## src/rtl/alu_pkg.sv

```systemverilog
// Shared definitions for the execute-stage ALU and the multiply/divide sequencer.
// Holds the ALU opcodes used by the sequencer, the mul/div op select and FSM state encoding.
// No ports; imported with "import alu_pkg::*".
package alu_pkg;

  // ALU opcodes, matching the alu_bit_slice decode
  localparam logic [2:0] ALU_OP_ADD = 3'b010;
  localparam logic [2:0] ALU_OP_SUB = 3'b110;

  // Sequencer operation select
  localparam logic MD_OP_MUL = 1'b0;
  localparam logic MD_OP_DIV = 1'b1;

  typedef enum logic [1:0] {
    ST_IDLE = 2'd0,
    ST_RUN  = 2'd1,
    ST_DONE = 2'd2
  } md_state_t;

endpackage

```

## src/rtl/alu_muldiv_sequencer_if.sv

```systemverilog
// Start/done handshake between pipeline control and the multiply/divide sequencer.
// master: pipeline control (drives start/op/a/b, reads status and results).
// slave:  sequencer (reads request, drives busy/done/results/div_by_zero).
interface alu_muldiv_sequencer_if #(
  parameter int N = 32
);
  logic         start;
  logic         op;
  logic [N-1:0] a;
  logic [N-1:0] b;
  logic         busy;
  logic         done;
  logic [N-1:0] result_hi;
  logic [N-1:0] result_lo;
  logic         div_by_zero;

  modport master (
    output start, op, a, b,
    input  busy, done, result_hi, result_lo, div_by_zero
  );

  modport slave (
    input  start, op, a, b,
    output busy, done, result_hi, result_lo, div_by_zero
  );
endinterface

```

## src/rtl/alu_muldiv_sequencer_muldiv_step.sv

```systemverilog
// One iteration of shift-add multiply or restoring divide: next HI/LO from the ALU result.
// Ports: op (0 mul / 1 div), hi, lo, alu_f, alu_cout in; hi_nxt, lo_nxt out.
// Purely combinational; the sequencer registers the outputs once per RUN cycle.
module muldiv_step
  import alu_pkg::*;
#(
  parameter int N = 32
) (
  input  logic         op,
  input  logic [N-1:0] hi,
  input  logic [N-1:0] lo,
  input  logic [N-1:0] alu_f,
  input  logic         alu_cout,
  output logic [N-1:0] hi_nxt,
  output logic [N-1:0] lo_nxt
);

  // Partial remainder shifted left with the next dividend bit
  logic [N-1:0] s;
  assign s = {hi[N-2:0], lo[N-1]};

  always_comb begin
    hi_nxt = hi;
    lo_nxt = lo;
    if (op == MD_OP_DIV) begin
      // hi[N-1] is the bit shifted out of s: the true shifted remainder is
      // then >= 2^N > divisor, so subtract regardless of borrow. The mod-2^N
      // difference is exact because the real difference is below the divisor.
      if (hi[N-1] | alu_cout) begin
        hi_nxt = alu_f;
        lo_nxt = {lo[N-2:0], 1'b1};
      end else begin
        hi_nxt = s;
        lo_nxt = {lo[N-2:0], 1'b0};
      end
    end else begin
      // Carry-out of the add becomes the new top bit of the product
      if (lo[0]) begin
        {hi_nxt, lo_nxt} = {alu_cout, alu_f, lo[N-1:1]};
      end else begin
        {hi_nxt, lo_nxt} = {1'b0, hi, lo[N-1:1]};
      end
    end
  end

endmodule

```

## src/rtl/alu_muldiv_sequencer.sv

```systemverilog
// Multi-cycle unsigned NxN multiply / NxN divide using the shared combinational ALU.
// Ports: clk, rst (async, active-high); md (handshake/results, slave side);
// alu_c/alu_cin/alu_a/alu_b drive the ALU, alu_f/alu_cout read it back the same cycle.
module alu_muldiv_sequencer
  import alu_pkg::*;
#(
  parameter int N = 32
) (
  input  logic                  clk,
  input  logic                  rst,
  alu_muldiv_sequencer_if.slave md,
  output logic [2:0]            alu_c,
  output logic                  alu_cin,
  output logic [N-1:0]          alu_a,
  output logic [N-1:0]          alu_b,
  input  logic [N-1:0]          alu_f,
  input  logic                  alu_cout
);

  localparam int CW = $clog2(N);

  md_state_t    state, state_nxt;
  logic [CW-1:0] cnt;
  logic [N-1:0] hi, lo, opr;
  logic         op_q;
  logic         dbz;
  logic [N-1:0] hi_nxt, lo_nxt;
  logic         accept;
  logic         req_dbz;

  assign accept  = (state == ST_IDLE) && md.start;
  assign req_dbz = (md.op == MD_OP_DIV) && (md.b == '0);

  muldiv_step #(.N(N)) u_step (
    .op       (op_q),
    .hi       (hi),
    .lo       (lo),
    .alu_f    (alu_f),
    .alu_cout (alu_cout),
    .hi_nxt   (hi_nxt),
    .lo_nxt   (lo_nxt)
  );

  always_ff @(posedge clk or posedge rst) begin
    if (rst) state <= ST_IDLE;
    else     state <= state_nxt;
  end

  // Next state and ALU drive; outside RUN the ALU sees a harmless 0+0
  always_comb begin
    state_nxt = state;
    alu_c     = ALU_OP_ADD;
    alu_cin   = 1'b0;
    alu_a     = '0;
    alu_b     = '0;
    case (state)
      ST_IDLE: begin
        if (md.start) state_nxt = req_dbz ? ST_DONE : ST_RUN;
      end
      ST_RUN: begin
        alu_b = opr;
        if (op_q == MD_OP_DIV) begin
          alu_c   = ALU_OP_SUB;
          alu_cin = 1'b1;
          alu_a   = {hi[N-2:0], lo[N-1]};
        end else begin
          alu_a   = hi;
        end
        if (cnt == '0) state_nxt = ST_DONE;
      end
      ST_DONE: state_nxt = ST_IDLE;
      default: state_nxt = ST_IDLE;
    endcase
  end

  always_ff @(posedge clk or posedge rst) begin
    if (rst) begin
      hi   <= '0;
      lo   <= '0;
      opr  <= '0;
      op_q <= MD_OP_MUL;
      dbz  <= 1'b0;
      cnt  <= '0;
    end else if (accept) begin
      op_q <= md.op;
      dbz  <= req_dbz;
      cnt  <= CW'(N - 1);
      if (md.op == MD_OP_DIV) begin
        // Divide by zero skips RUN and reports quotient all-ones, remainder = dividend
        hi  <= req_dbz ? md.a : '0;
        lo  <= req_dbz ? '1 : md.a;
        opr <= md.b;
      end else begin
        hi  <= '0;
        lo  <= md.b;
        opr <= md.a;
      end
    end else if (state == ST_RUN) begin
      hi <= hi_nxt;
      lo <= lo_nxt;
      if (cnt != '0) cnt <= cnt - 1'b1;
    end
  end

  assign md.busy        = (state != ST_IDLE);
  assign md.done        = (state == ST_DONE);
  assign md.result_hi   = hi;
  assign md.result_lo   = lo;
  assign md.div_by_zero = dbz;

endmodule

```

## src/flat_wrapper.sv

```systemverilog
// flat-port wrapper written by rule: the top's interface ports become plain ports
module alu_muldiv_sequencer_flat import alu_pkg::*;
#(
  parameter int N = 32
)
  (clk, rst, alu_c, alu_cin, alu_a, alu_b, alu_f, alu_cout, md_start, md_op, md_a, md_b, md_busy, md_done, md_result_hi, md_result_lo, md_div_by_zero);
  alu_muldiv_sequencer_if #(.N(N)) md_i ();
  input  logic clk;
  input  logic rst;
  output logic [2:0] alu_c;
  output logic alu_cin;
  output logic [N-1:0] alu_a;
  output logic [N-1:0] alu_b;
  input  logic [N-1:0] alu_f;
  input  logic alu_cout;
  input wire logic [$bits(md_i.start)-1:0] md_start;
  input wire logic [$bits(md_i.op)-1:0] md_op;
  input wire logic [$bits(md_i.a)-1:0] md_a;
  input wire logic [$bits(md_i.b)-1:0] md_b;
  output wire logic [$bits(md_i.busy)-1:0] md_busy;
  output wire logic [$bits(md_i.done)-1:0] md_done;
  output wire logic [$bits(md_i.result_hi)-1:0] md_result_hi;
  output wire logic [$bits(md_i.result_lo)-1:0] md_result_lo;
  output wire logic [$bits(md_i.div_by_zero)-1:0] md_div_by_zero;
  assign md_i.start = md_start;
  assign md_i.op = md_op;
  assign md_i.a = md_a;
  assign md_i.b = md_b;
  assign md_busy = md_i.busy;
  assign md_done = md_i.done;
  assign md_result_hi = md_i.result_hi;
  assign md_result_lo = md_i.result_lo;
  assign md_div_by_zero = md_i.div_by_zero;
  alu_muldiv_sequencer #(.N(N)) u_core (.clk(clk), .rst(rst), .md(md_i), .alu_c(alu_c), .alu_cin(alu_cin), .alu_a(alu_a), .alu_b(alu_b), .alu_f(alu_f), .alu_cout(alu_cout));
endmodule
```

## config.mk

```make
export PLATFORM = sky130hd
export DESIGN_NAME = alu_muldiv_sequencer_flat
export DESIGN_NICKNAME = d
export VERILOG_FILES = /design/src/rtl/alu_pkg.sv /design/src/rtl/alu_muldiv_sequencer_if.sv /design/src/rtl/alu_muldiv_sequencer_muldiv_step.sv /design/src/rtl/alu_muldiv_sequencer.sv /design/src/flat_wrapper.sv
export SDC_FILE = /design/constraint.sdc
export NUM_CORES = 1
export LEC_CHECK = 0
export CORE_ASPECT_RATIO = 0.5
export CORE_UTILIZATION = 52
export DETAILED_ROUTE_END_ITERATION = 6
export GPL_ROUTABILITY_DRIVEN = 0
export PLACE_DENSITY = 0.87
export SLEW_MARGIN = 20
export SYNTH_ARGS = -nofsm -noshare
export SYNTH_HDL_FRONTEND = slang
export SYNTH_SLANG_ARGS = --single-unit
```

## constraint.sdc

```tcl
create_clock -name clk -period 6 [get_ports clk]
set_input_delay 1.5 -clock clk [delete_from_list [all_inputs] [get_ports clk]]
set_output_delay 1.5 -clock clk [all_outputs]
set_load 0.02 [all_outputs]
```

==> results.md <==
- Full die area: 0.0153 mm2
- DRC violation total after the first TritonRoute iteration: 664
- Result of the run: finished clean
- Antenna violations before repair: 0
- Total overflow reported by the global router: 0
- Leakage component of the power: 4.27 nW
- Total global-route track usage: 32.5%
- Routed length per placed instance: 20.5 um
- Share of synthesized area occupied by flip-flops and latches: 34.2%
- Layout cell share with drive strength beyond 1: 9.90%
- Required time worst endpoint: 4.50 ns
- Cell type of the slowest stage on the worst timing path: sky130_fd_sc_hd__dfrtp_4
- IR drop worst, VDD: 0.251 mV
- Most common cell in the synthesized netlist: sky130_fd_sc_hd__o21ai_0
- Total length of routed met2 wires: 11.6 mm
- Syn_nets: 963
- Layout filler cell count: 1005
- Maximum number of pins on one net before global-route repair: 118
- Maximum clock skew at final layout: 0.00618 ns
- DRT met1 WL: 10.7 mm
- Height of the chip: 87.9 um
- Ordered list of cells on the worst path: buf_4 -> mux2i_1 -> nor2_1 -> clkdlybuf4s50_1
- HPWL after detailed placement: 16.8 mm
- Power density relative to cell area: 594 mW/mm2
- Distinct cell type count of the synthesized netlist: 46
- Cell count after synthesis: 861
- Antenna diode count: 0
- Hold Crit Class: flip-flop to flip-flop
- CTS tree: yes
- Setup repair after global routing missed its margin: no
- Final Total Pwr: 0.00612 W
- Post-synthesis sequential element count: 105
- Cell family with the largest share of critical-path delay: flip-flops
- Proportion of register bits with asynchronous set or reset after synthesis: 100%
- Worst Tran Pin Value: 1.05 ns
- Clock root buffer: sky130_fd_sc_hd__clkbuf_16
- Maximum capacitance violations: 0
- Clock latency reported for the late side of the worst-skew pair: 0.35 ns
- Final Non-Filler Cells: 1222
- Final ANT Viol Nets: 0
- Post-route DRC violation count: 0
- Dominant cell type by area after synthesis: sky130_fd_sc_hd__dfrtp_1
- Arrival time worst endpoint: 2.81 ns
- Crit Path Max Fanout: 82
- DRT Wirelength: 25.0 mm
- Most used standard cells in the synthesized netlist: sky130_fd_sc_hd__o21ai_0 (128), sky130_fd_sc_hd__nand2_1 (106), sky130_fd_sc_hd__dfrtp_1 (105), sky130_fd_sc_hd__mux2i_1 (93), sky130_fd_sc_hd__a2bb2oi_1 (53)
- Via count of the routed design: 7552
- Final nets: 1127
- Total number of clock tree sinks: 105
- Cell types with the largest area share after synthesis: sky130_fd_sc_hd__dfrtp_1 (34%), sky130_fd_sc_hd__mux2i_1 (12%), sky130_fd_sc_hd__o21ai_0 (8.3%)
- Fin. max-slew vios: 0
- Number of flops mapped to enable cells by yosys: 0
- Port Buffer Count: 233
- Global-route wire length before repair: 39.0 mm
- Critical path class: flip-flop to output pin
- Met3 wire len: 2.14 mm
- Worst hold slack across all endpoints: 0.476 ns
- Yosys warning total: 0
- Fmax: 232 MHz
- Std cell rows: 30
- Clock transition time at the flip-flop clock pins of the worst setup and hold paths: 0.07 ns
- Deepest clock path buffer count: 2
- Level count of the clock H-tree: 3
- Syn-to-layout area delta: 34.2%
- Final period utilization: 71.8%
- Element type at the critical path end: output pin
- Tightest slew margin relative to the limit: 29.7%
- Horizontal die dimension: 174 um
- DP Cell Count: 1205
- Number of failing setup endpoints in the final timing report: 0
- Detailed Routing Iterations Pass 1: 6
- Via count of the first global-routing pass: 7239
- Post-placement setup slack: 1.83 ns
- Most used DFF post-synth: sky130_fd_sc_hd__dfrtp_1
- CTS buffer count: 9
- Routed vias/inst: 6.18
- Final hold vios: 0
- Longest individual stage delay on the worst path: 1.11 ns
- Count of buffers added by post-CTS timing repair for setup: 0
- Initial Util: 55.0%
- Top Layer Used: met4
- Post-route worst setup slack: 1.69 ns
- Core area: 0.0140 mm2
- Cts hold-fix bufs: 0
- Buffers plus inverters on the worst setup path: 2
- PostCTS Resize Cnt: 0
- Type of origin of the critical path: flip-flop
- Post-route setup TNS: 0 ns
- Post-route minimum period: 4.31 ns
- Synthesized area divided by synthesized cell count: 8.91 um2
- I/O pin count: 236
- Post-Syn Area: 0.00767 mm2
- Fraction of synthesized cell area taken by the top area cell type: 34.2%
==> cells in the final DEF (no fill, tap or decap), drive strengths merged, types with 2 or more instances in the layout <==
| master | synthesis | routed |
|---|---|---|
| a2bb2oi | 61 | 61 |
| o21ai | 128 | 128 |
| mux2i | 93 | 93 |
| o22ai | 33 | 33 |
| or3 | 2 | 2 |
| nor4 | 6 | 6 |
| dfrtp | 105 | 105 |
| nor3 | 3 | 3 |
| mux2 | 33 | 33 |
| nand2 | 106 | 106 |
| and2 | 33 | 33 |
| nand2b | 3 | 3 |
| nor2 | 36 | 36 |
| nand4 | 2 | 2 |
| a31oi | 2 | 2 |
| buf | 44 | 16 |
| nand3 | 2 | 2 |
| o311a | 31 | 31 |
| conb | 2 | 2 |
| inv | 34 | 34 |
| o211ai | 33 | 33 |
| clkinv | 0 | 2 |
| clkbuf | 50 | 10 |
| a21oi | 2 | 2 |
| bufinv | 0 | 4 |
| nor2b | 2 | 2 |
| o21a | 2 | 2 |
| clkdlybuf4s50 | 0 | 231 |
==> per-stage QoR <==
stage,area [um2],util [%]
after floorplan,7670,-
after global placement,9920,71.0
after detailed placement,9920,71.0
after CTS,10300,73.6
after global routing,10300,73.7
final,10300,73.7
==> area by class of cell <==
cell class,instances,area [um2],area share (%)
Multi-Input combinational cell,628,4480,43.5
Sequential cell,105,2630,25.6
Clock buffer,10,229,2.22
Tap cell,192,240,2.33
Inverter,34,130,1.26
Timing Repair Buffer,247,2450,23.8
Clock inverter,6,130,1.26
==> final timing paths <==
| path | startpoint | cells past startpoint | end | slack, ns |
|---|---|---|---|---|
| setup / recovery | u_core.op_q | 4 | alu_a[18] | 1.69 |
| hold / removal | u_core.opr[19] | 2 | u_core.opr[19] | 0.48 |
| setup reg to reg | u_core.op_q | 3 | u_core.md.result_hi[31] | 3.73 |
| hold reg to reg | u_core.opr[19] | 2 | u_core.opr[19] | 0.48 |
| max in group asynchronous | rst | 3 | u_core.md.result_lo[19] | 3.32 |
| min in group asynchronous | rst | 2 | u_core.md.result_lo[6] | 1.70 |
==> cells by family after synthesis <==
kind of cell | Yosys count | share of synthesized area (%)
adder cells (fa/ha/maj) | 1 | 0.163
multiplexers | 126 | 17.0
buffers and inverters | 128 | 7.60
AO/OA/AOI/OAI | 296 | 28.3
flip-flops | 105 | 34.2
AND/OR/NAND/NOR | 201 | 12.4
XOR/XNOR | 2 | 0.228
other | 2 | 0.0979
==> sequential cells by signal (all words and copies together), names as in the netlist <==
register,count
u_core.md.result_lo,32
u_core.op_q,1
u_core.md.div_by_zero,1
u_core.cnt,5
u_core.opr,32
u_core.state,2
u_core.md.result_hi,32
==> worst reg2reg max path, delay by kind of cell, from the launching register on <==
kind,cells,cell delay [ns]
multiplexers,1,0.46
flip-flops,1,1.11
AO/OA/AOI/OAI,2,0.53
==> per-layer routing <==
layer	global-route usage [%]	vias to the layer above
li1	-	3464
met1	43.5	3700
met2	52.8	335
met3	7.55	53
met4	10.4	0
met5	0	-
==> where the power goes <==
group | leakage, nW | switching [W] | internal [W] | total [W]
combinational | 2.85 | 0.00191 | 0.00193 | 0.00384
clock | 0.176 | 0.000269 | 0.000449 | 0.000718
sequential | 1.25 | 0.000494 | 0.00107 | 0.00156
total | 4.27 | 0.00268 | 0.00344 | 0.00612
Note: power is estimated with default switching activity, not from simulation.
==> RTL edit (config.mk and constraints unchanged) <==
Add an input register stage for `alu_f` and `alu_cout`, without a reset; this delays them by one clock. The other inputs are not delayed to match. Comments in the files are not updated.
--- a/src/rtl/alu_muldiv_sequencer.sv
+++ b/src/rtl/alu_muldiv_sequencer.sv
@@ -19,6 +19,14 @@
 
   localparam int CW = $clog2(N);
 
+  logic [N-1:0] alu_f_q;
+  logic alu_cout_q;
+
+  always_ff @(posedge clk) begin
+    alu_f_q    <= alu_f;
+    alu_cout_q <= alu_cout;
+  end
+
   md_state_t    state, state_nxt;
   logic [CW-1:0] cnt;
   logic [N-1:0] hi, lo, opr;
@@ -35,8 +43,8 @@
     .op       (op_q),
     .hi       (hi),
     .lo       (lo),
-    .alu_f    (alu_f),
-    .alu_cout (alu_cout),
+    .alu_f    (alu_f_q),
+    .alu_cout (alu_cout_q),
     .hi_nxt   (hi_nxt),
     .lo_nxt   (lo_nxt)
   );
Check against the original RTL: not equivalent (Yosys sat finds a counterexample within 4 cycles, from zero or initial values and one cycle with rst high).
==> RTL edit against the original RTL <==
Routed wire length grew 5.7%. The run now ends with DRC left. Setup slack improved by 0.31 ns. Area after synthesis grew 6.5%. Clock power grew 52%. Highest routed layer unchanged. Largest power group unchanged. Sequential cell count rose by 33. Design area increased by 7.9%. Clock skew increased by 0.0036 ns. Via count up 3.7%. Power up 11%. Register-to-register slack worse by 0.30 ns.
==> RTL edit: results (changes against the original RTL) <==
[status]
status=complete, but fails checks  ; was complete, no violations
violations=DRC

[place]
numPortBuffers=233  ; unchanged
placedCellCount=1242  ; was 1,205
placed_area_mm2=0.0105  ; was 0.00992 mm²
dp_hpwl_mm=17.3  ; was 16.8 mm

[detailed_routing]
dr.pass1.iters=7  ; was 6
vias=7829  ; was 7,552
drc=16  ; was 0
wl_mm=26.4  ; was 25.0 mm
drt_iter0_drc=734  ; was 664

[synth]
yosys-top-cells-area=dfrtp_1, mux2i_1, dfxtp_1, a21oi_1, a221oi_2  ; was dfrtp_1, mux2i_1, o21ai_0, a2bb2oi_1, nand2_1
synthDistinctLibCells=48  ; was 46
yosys_warnings=0  ; unchanged
yosysSeqAreaShare_pct=40.2  ; was 34.2%
synth_fp_nets=991  ; was 963
ys_dominant_reg_cell=dfrtp_1  ; unchanged
synth_commonest_cells=mux2i_1, dfrtp_1, nor2_1  ; was o21ai_0, nand2_1, dfrtp_1
synth-async-reset-ratio_pct=76.1  ; was 100%
netlist_instances=889  ; was 861

[grt]
antenna_found_initial=0  ; unchanged
grt_pass1_wl_mm=40.5  ; was 39.0 mm
grt_start_max_net_pins=95  ; was 118
grt_pass1_vias=7360  ; was 7,239
grt_util_all_layers_pct=32.3  ; was 32.5%

[setup_path]
max_stage_delay_ns=0.91  ; was 1.11 ns
crit_slowest_cell=dfrtp_4  ; unchanged
crit_fanout=39  ; was 82
crit_arrival_ns=2.50  ; was 2.81 ns

[pwr]
swShare_pct=43.3  ; was 43.7%
p_leak_nw=4.64  ; was 4.27 nW
ir_worst_vdd_uv=303  ; was 251 µV

[timing]
hold_violations=0  ; unchanged
finClkSkew_ns=0.00983  ; was 0.00618 ns
setup_violations=0  ; unchanged
worst_pin_slew_ns=1.10  ; was 1.05 ns

[hold_path]
hold_path.class=register to register  ; unchanged

[clock_tree]
cts-root-buf=clkbuf_16  ; unchanged
h-tree-depth=4  ; was 3
clk_pin_slew_worst_paths_ns=0.06
clock_latency_ns=0.41  ; was 0.35 ns
cts_buffers=17  ; was 9
cts_setup_buffers=0  ; unchanged

[cells_and_area]
fin_cells=1275  ; was 1,222
layout-drive-gt1-share_pct=8.45  ; was 9.90%
antenna_cells=0  ; unchanged

-- RTL edit: cell count changes in the layout (fill, tap and decap cells not counted), moves of 30 or more --
cell / delta
nand2_1: -67
nor2_1: +63
a22oi_1: +31
o21ai_0: -124
mux2_2: -32
a21oi_1: +92
a211o_1: +31
nor3_1: +30
a2bb2oi_1: -52
dfxtp_1: +33
o311a_1: -31
mux2i_1: +32
o211ai_1: -32
-- RTL edit: final timing paths --
kind / slack [ns] / to / cells after the start / startpoint
hold reg to reg: 0.47 / u_core.state[1] / 1 / u_core.cnt[4]
max in group asynchronous: 3.29 / u_core.md.result_lo[27] / 3 / rst
setup / recovery: 2.00 / alu_a[10] / 4 / u_core.op_q
hold / removal: 0.47 / u_core.state[1] / 1 / u_core.cnt[4]
setup reg to reg: 3.43 / u_core.md.result_hi[8] / 5 / u_core.state[0]
min in group asynchronous: 1.59 / u_core.opr[7] / 2 / rst
-- RTL edit: through the flow --
step,worst slack [ns],hold WS (ns),total power [mW]
after floorplan,1.74,0.438,4.08
after global placement,1.82,0.455,5.50
after detailed placement,1.73,0.461,5.62
after CTS,1.86,0.467,6.76
after global routing,1.91,0.494,7.15
final,2.00,0.470,6.79
-- RTL edit: logic make-up after synthesis --
kind of cell / synth area share [%]
AO/OA/AOI/OAI: 24.4
other: 0.0919
multiplexers: 15.5
adder cells (fa/ha/maj): 0.153
AND/OR/NAND/NOR: 13.0
buffers and inverters: 6.37
XOR/XNOR: 0.214
flip-flops: 40.2
-- RTL edit: metal layers --
metal,GRT usage (%),wire length [µm]
met4,12.0,724
met2,47.6,12000
met3,8.84,2620
met1,45.1,11100
met5,0,0
-- RTL edit: cell type report --
| cell class | instances | area, µm² |
|---|---|---|
| tap | 198 | 248 |
| sequential | 138 | 3290 |
| inverter | 37 | 141 |
| clock buffer | 17 | 425 |
| multi-input combinational | 625 | 4390 |
| timing repair buffer | 245 | 2430 |
| fill | 1022 | 3780 |
| clock inverter | 15 | 189 |
-- RTL edit: power groups by stage --
stage	Combinational [mW]	Sequential, mW	Clock (mW)
finish	3.86	1.84	1.09
global route	4.11	1.89	1.15
global placement	3.65	1.84	0
floorplan	2.21	1.86	0
CTS	3.80	1.86	1.10
detailed placement	3.75	1.86	0
